--- config.mk ---
export PLATFORM = sky130hd
export DESIGN_NAME = mem_access_unit
export DESIGN_NICKNAME = d
export VERILOG_FILES = /design/src/rtl/mem_access_unit.sv
export SDC_FILE = /design/constraint.sdc
export NUM_CORES = 1
export LEC_CHECK = 0
export ABC_AREA = 1
export BUFFER_PORTS_ARGS = -buffer_cell sky130_fd_sc_hd__buf_4
export CORE_ASPECT_RATIO = 0.5
export CORE_UTILIZATION = 51
export CTS_CLUSTER_SIZE = 14
export DETAILED_ROUTE_END_ITERATION = 8
export PLACE_DENSITY = 0.87
export SYNTH_ARGS = -nofsm -noshare
export SYNTH_HDL_FRONTEND = slang
export SYNTH_SLANG_ARGS = --single-unit
--- constraint.sdc ---
create_clock -name clk -period 3.4 [get_ports clk]
set_clock_uncertainty 0.2 [all_clocks]
set_input_delay 0 -clock clk [delete_from_list [all_inputs] [get_ports clk]]
set_output_delay 0 -clock clk [all_outputs]
set_load 0.05 [all_outputs]
--- src/rtl/mem_access_unit.sv ---
// ============================================================================
// Module   : mem_access_unit
// Brief    : RV64I load/store unit. Sub-word stores are read-modify-write.
//            Define LSU_MISALIGN_TRAP_EN to fault on misaligned accesses.
// Revision : 1.0
// ============================================================================
`default_nettype none

module mem_access_unit #(
    parameter int MEM_WORDS = 1024
) (
    input  logic        clk,
    input  logic        rst_n,
    input  logic        req_valid,
    output logic        req_ready,
    input  logic        req_we,
    input  logic [2:0]  req_funct3,
    input  logic [63:0] req_addr,
    input  logic [63:0] req_wdata,
    output logic [63:0] rdata,
    output logic        rdata_valid,
    output logic        fault,
    output logic        WE,
    output logic [63:0] A,
    output logic [63:0] WD,
    input  logic [63:0] RD
);

    localparam logic [63:0] c_addr_mask = (64'(MEM_WORDS) * 64'd8) - 64'd1;

    typedef enum logic [0:0] {
        IDLE   = 1'b0,
        RMW_WR = 1'b1
    } state_t;

    state_t      r_state;
    state_t      w_state_nxt;
    logic [63:0] r_rdata;
    logic        r_rdata_valid;
    logic        r_fault;
    logic [63:0] r_merge;
    logic [63:0] r_addr;

    logic        w_accept;
    logic        w_illegal;
    logic        w_trap;
    logic        w_load_ok;
    logic        w_store_d;
    logic        w_store_rmw;
    logic [2:0]  w_align_mask;
    logic [63:0] w_addr_eff;
    logic [63:0] w_addr_mem;
    logic [2:0]  w_lane;
    logic [7:0]  w_byte_en;
    logic [63:0] w_bit_en;
    logic [63:0] w_wdata_sh;
    logic [63:0] w_merged;
    logic [63:0] w_rd_sh;
    logic [63:0] w_ext;

    assign req_ready   = (r_state == IDLE);
    assign rdata       = r_rdata;
    assign rdata_valid = r_rdata_valid;
    assign fault       = r_fault;

    // Gating with rst_n keeps WE low while reset is held, even in IDLE.
    assign w_accept  = req_valid && req_ready && rst_n;
    assign w_illegal = (req_funct3 == 3'b111) || (req_we && req_funct3[2]);

    always_comb begin
        w_align_mask = 3'b000;
        case (req_funct3[1:0])
            2'd1:    w_align_mask = 3'b001;
            2'd2:    w_align_mask = 3'b011;
            2'd3:    w_align_mask = 3'b111;
            default: w_align_mask = 3'b000;
        endcase
    end

`ifdef LSU_MISALIGN_TRAP_EN
    assign w_trap     = (req_addr[2:0] & w_align_mask) != 3'b000;
    assign w_addr_eff = req_addr;
`else
    assign w_trap     = 1'b0;
    assign w_addr_eff = req_addr & ~{61'd0, w_align_mask};
`endif

    assign w_addr_mem  = w_addr_eff & c_addr_mask;
    assign w_lane      = w_addr_eff[2:0];
    assign w_load_ok   = w_accept && !req_we && !w_illegal && !w_trap;
    assign w_store_d   = w_accept && req_we && !w_illegal && !w_trap && (req_funct3[1:0] == 2'd3);
    assign w_store_rmw = w_accept && req_we && !w_illegal && !w_trap && (req_funct3[1:0] != 2'd3);

    // Store merge: replace only the addressed bytes of the current word.
    always_comb begin
        w_byte_en = 8'h00;
        case (req_funct3[1:0])
            2'd0:    w_byte_en = 8'h01;
            2'd1:    w_byte_en = 8'h03;
            2'd2:    w_byte_en = 8'h0F;
            default: w_byte_en = 8'hFF;
        endcase
        w_byte_en = w_byte_en << w_lane;
        w_bit_en  = 64'd0;
        for (int i = 0; i < 8; i++) begin
            w_bit_en[i*8 +: 8] = {8{w_byte_en[i]}};
        end
        w_wdata_sh = req_wdata << {w_lane, 3'b000};
        w_merged   = (RD & ~w_bit_en) | (w_wdata_sh & w_bit_en);
    end

    always_comb begin
        w_rd_sh = RD >> {w_lane, 3'b000};
        w_ext   = w_rd_sh;
        case (req_funct3)
            3'b000:  w_ext = {{56{w_rd_sh[7]}},  w_rd_sh[7:0]};
            3'b001:  w_ext = {{48{w_rd_sh[15]}}, w_rd_sh[15:0]};
            3'b010:  w_ext = {{32{w_rd_sh[31]}}, w_rd_sh[31:0]};
            3'b100:  w_ext = {56'd0, w_rd_sh[7:0]};
            3'b101:  w_ext = {48'd0, w_rd_sh[15:0]};
            3'b110:  w_ext = {32'd0, w_rd_sh[31:0]};
            default: w_ext = w_rd_sh;
        endcase
    end

    always_comb begin
        w_state_nxt = r_state;
        WE          = 1'b0;
        A           = w_addr_mem;
        WD          = req_wdata;
        case (r_state)
            IDLE: begin
                WE = w_store_d;
                if (w_store_rmw) begin
                    w_state_nxt = RMW_WR;
                end
            end
            RMW_WR: begin
                WE          = 1'b1;
                A           = r_addr;
                WD          = r_merge;
                w_state_nxt = IDLE;
            end
            default: w_state_nxt = IDLE;
        endcase
    end

    always_ff @(posedge clk or negedge rst_n) begin
        if (!rst_n) begin
            r_state       <= IDLE;
            r_rdata       <= 64'd0;
            r_rdata_valid <= 1'b0;
            r_fault       <= 1'b0;
            r_merge       <= 64'd0;
            r_addr        <= 64'd0;
        end else begin
            r_state       <= w_state_nxt;
            r_rdata_valid <= w_load_ok;
            r_fault       <= w_accept && (w_illegal || w_trap);
            if (w_load_ok) begin
                r_rdata <= w_ext;
            end
            if (w_store_rmw) begin
                r_merge <= w_merged;
                r_addr  <= w_addr_mem;
            end
        end
    end

endmodule

`default_nettype wire

==> results.md <==
- Via density: 5.767
- Worst hold slack: -1.822 ps
- Routability congestion estimate: 1.015
- Area grow syn2layout: 37.50%
- Startpoint Class: input pin
- Routed Wire Length: 47800 µm
- Synthesized area per cell: 6.283 µm²
- Dpl ws: 812.4 ps
- WL/cell: 19.57 µm
- Crit path buf inv count: 5
- Cell with the most instances after synthesis: nand2_1
- Core Area: 20930 µm²
- Largest net degree at the start of global routing: 134
- Routed via count: 14082
- Fin crit period: 3205 ps
- Pwr dens: 483.3 nW/µm²
- Top post-synthesis cells by count: nand2_1 (597), nor2_1 (191), o21ai_0 (179), dfrtp_1 (144), nand3_1 (136)
- Async S/R FF share, synth: 100.0%
- Die Wd: 210.5 µm
- Number of enable flip-flop cells after synthesis: 0
- Vias in the first global route: 12828
- Slew margin rel.: 25.71%
- Family with the most delay on the worst path: buffers and inverters
- Ys flop type: dfrtp_1
- Post-Place Cells: 2253
- Synth area leaders: dfrtp_1 (32%), nand2_1 (20%), o21ai_0 (8.1%)
- H-tree depth: 4
- Mapped Area: 11090 µm²
- Post-route ant nets: 0
- Met2 wire length: 20440 µm
- Post-Layout Cell Count: 2442
- Clk slew on worst S/H paths: 60 ps
- Rows: 37
- CTS buffer count: 17
- Clk_lat worst skew: 450 ps
- Synth cell types: 37
- GRT Residual Overflow: 0
- Flop2flop setup slack: 750 ps
- Static leakage: 0.007672 µW
- Crit Path Class: input pin to flip-flop
- Initial Util: 53.00%
- Synth Register Bits: 144
- Final nets: 2335
- Slowest stage delay, CP: 580 ps
- Cell taking the most area after synthesis: dfrtp_1
- Initial DRT Pass Iterations: 8
- Peak VDD IR: 0.3099 mV
- Period utilisation layout: 94.27%
- Setup violations, final: 0
- Clk sinks: 144
- Worst EP required: 3540 ps
- Max-cap violations: 0
- First-pass GRT wire length: 71730 µm
- Synth top area share: 32.49%
- Status: finished with violations
- CTS tree: built
- Final TNS setup: 0 ps
- Slowest-stage cell, CP: dlygate4sd3_1
- Cell count after synthesis: 1765
- DIE AREA: 22370 µm²
- Number of antenna violations at the first check in global routing: 1
- Wire length on met3: 6784 µm
- WP data arrival: 3350 ps
- Hold Fails Final Rpt: 1
- Root Driver: clkbuf_16
- Slew @ Worst Pin: 1113 ps
- Slew Limit Fails: 0
- Synthesis Warnings: 0
- PortBufs: 292
- Ports: 395
- Iteration-0 DRC Markers: 2490
- Unrepaired setup endpoints after global routing: false
- Final Worst Setup Slack: 194.7 ps
- Clk buf depth: 2
- Post-DP HPWL: 33030 µm
- Max layer used: met4
- Critical Path End Type: flip-flop
- Critical path peak fanout: 65
- Post-route DRC: 0
- Share of post-route cells with drive strength above 1: 17.92%
- Sequential area share after synthesis: 32.49%
- Hold Crit Class: input pin to flip-flop
- Length of routed wiring on met1: 18510 µm
- Total Routing Usage GR: 42.26%
- Critical path, cell by cell: dlygate4sd3_1 > buf_4 > nor2_8 > nand2_8 > buf_6 > nand2_1 > o21ai_1 > o211ai_1 > nand3_1 > dlygate4sd3_1 > nand2_1 > dlygate4sd3_1 > nand2_1
- Failing checks: hold timing
- Fmax: 0.3120 GHz
- Die H: 106.3 µm
==> cell type report <==
class                   count  area [µm²]
multi-input cells        1382        6203
well taps                 292       365.4
clock buffers              19       452.9
fillers                  1729        5677
repair buffers            472        4026
diodes                      1       2.502
clock inverters            13       138.9
flip-flops and latches    144        3607
inverters                 119       451.7
==> power breakdown <==
group	switching, µW	leakage (µW)	internal (µW)
Clock	834	0.000277	1120
Sequential	236	0.00172	2100
Combinational	2060	0.00567	1020
Total	3130	0.00767	4240
==> cells by family (layout without fill, tap and decap cells) <==
group | Yosys count | count (layout) | synth area share (%)
flip-flops | 144 | 144 | 32.49
other | 1 | 52 | 0.03382
buffers and inverters | 290 | 623 | 13.52
AO/OA/AOI/OAI | 367 | 367 | 18.41
AND/OR/NAND/NOR | 963 | 964 | 35.54
==> state kept, by name (all words and copies together) (netlist names) <==
name         count
rdata           64
fault            1
r_addr          13
r_merge         64
rdata_valid      1
r_state          1
==> worst register-to-register path, cell delays in order, from the launching register on <==
cell and delay [ps]:
dfrtp_4 490, nor2_1 230, nand4_4 130, inv_1 400
buf_12 240, or2_2 140, inv_1 30, a21oi_1 130
dlygate4sd3_1 590
==> timing repair <==
action,in CTS,in global routing
setup endpoints to repair,0,5
hold endpoints to repair,192,0
hold buffers,155,0
buffers inserted,0,0
resized for setup,0,1
==> final timing paths <==
| kind | start | endpoint | cells after the start |
|---|---|---|---|
| min reg2reg | r_merge[44] | r_merge[44] | 2 |
| max reg2reg | r_state | r_merge[51] | 8 |
| max in group asynchronous | rst_n | r_state | 4 |
| min in group asynchronous | rst_n | r_addr[5] | 3 |
| max | req_funct3[0] | r_merge[38] | 13 |
| min | req_wdata[18] | r_merge[50] | 7 |
==> metal layers <==
layer  track usage (%)  vias to the layer above
met4             17.29                        0
met1             56.77                     6441
li1                  -                     6344
met2             62.66                     1069
met5                 0                        -
met3             13.59                      228
==> metrics by stage <==
step	hold slack (ps)	utilization, %	total power (µW)	instance area, µm²
2_1_floorplan	-495.6	-	4256	11280
3_3_place_gp	22.41	62.54	5074	13090
3_5_place_dp	29.84	62.54	5118	13090
4_1_cts	0.6371	72.79	7235	15230
5_1_grt	17.85	72.87	7630	15250
6_report	-1.822	72.87	7369	15250
==> cell usage in the layout (no fill, tap or decap), types with 2 or more instances in the layout <==
master	n
o21ai_0	179
nand3_2	3
nor2_4	4
or2_1	5
o21ai_1	55
o21a_1	7
buf_12	7
dfrtp_1	143
o211ai_1	49
a31oi_1	5
nand2_4	3
nand2_2	5
clkinvlp_4	5
dlygate4sd3_1	155
inv_4	2
clkinv_2	3
bufinv_16	2
clkbuf_16	17
inv_2	6
nand3_1	136
inv_1	111
a21boi_1	4
a22oi_1	2
clkbuf_8	2
o21bai_1	2
or2_0	2
nand2_1	597
nor2_1	191
a21oi_1	53
or2_2	9
buf_6	2
clkinv_4	3
nor3_1	6
a2bb2oi_1	8
conb_1	51
buf_4	308
Power figures use the tool's default switching activity.
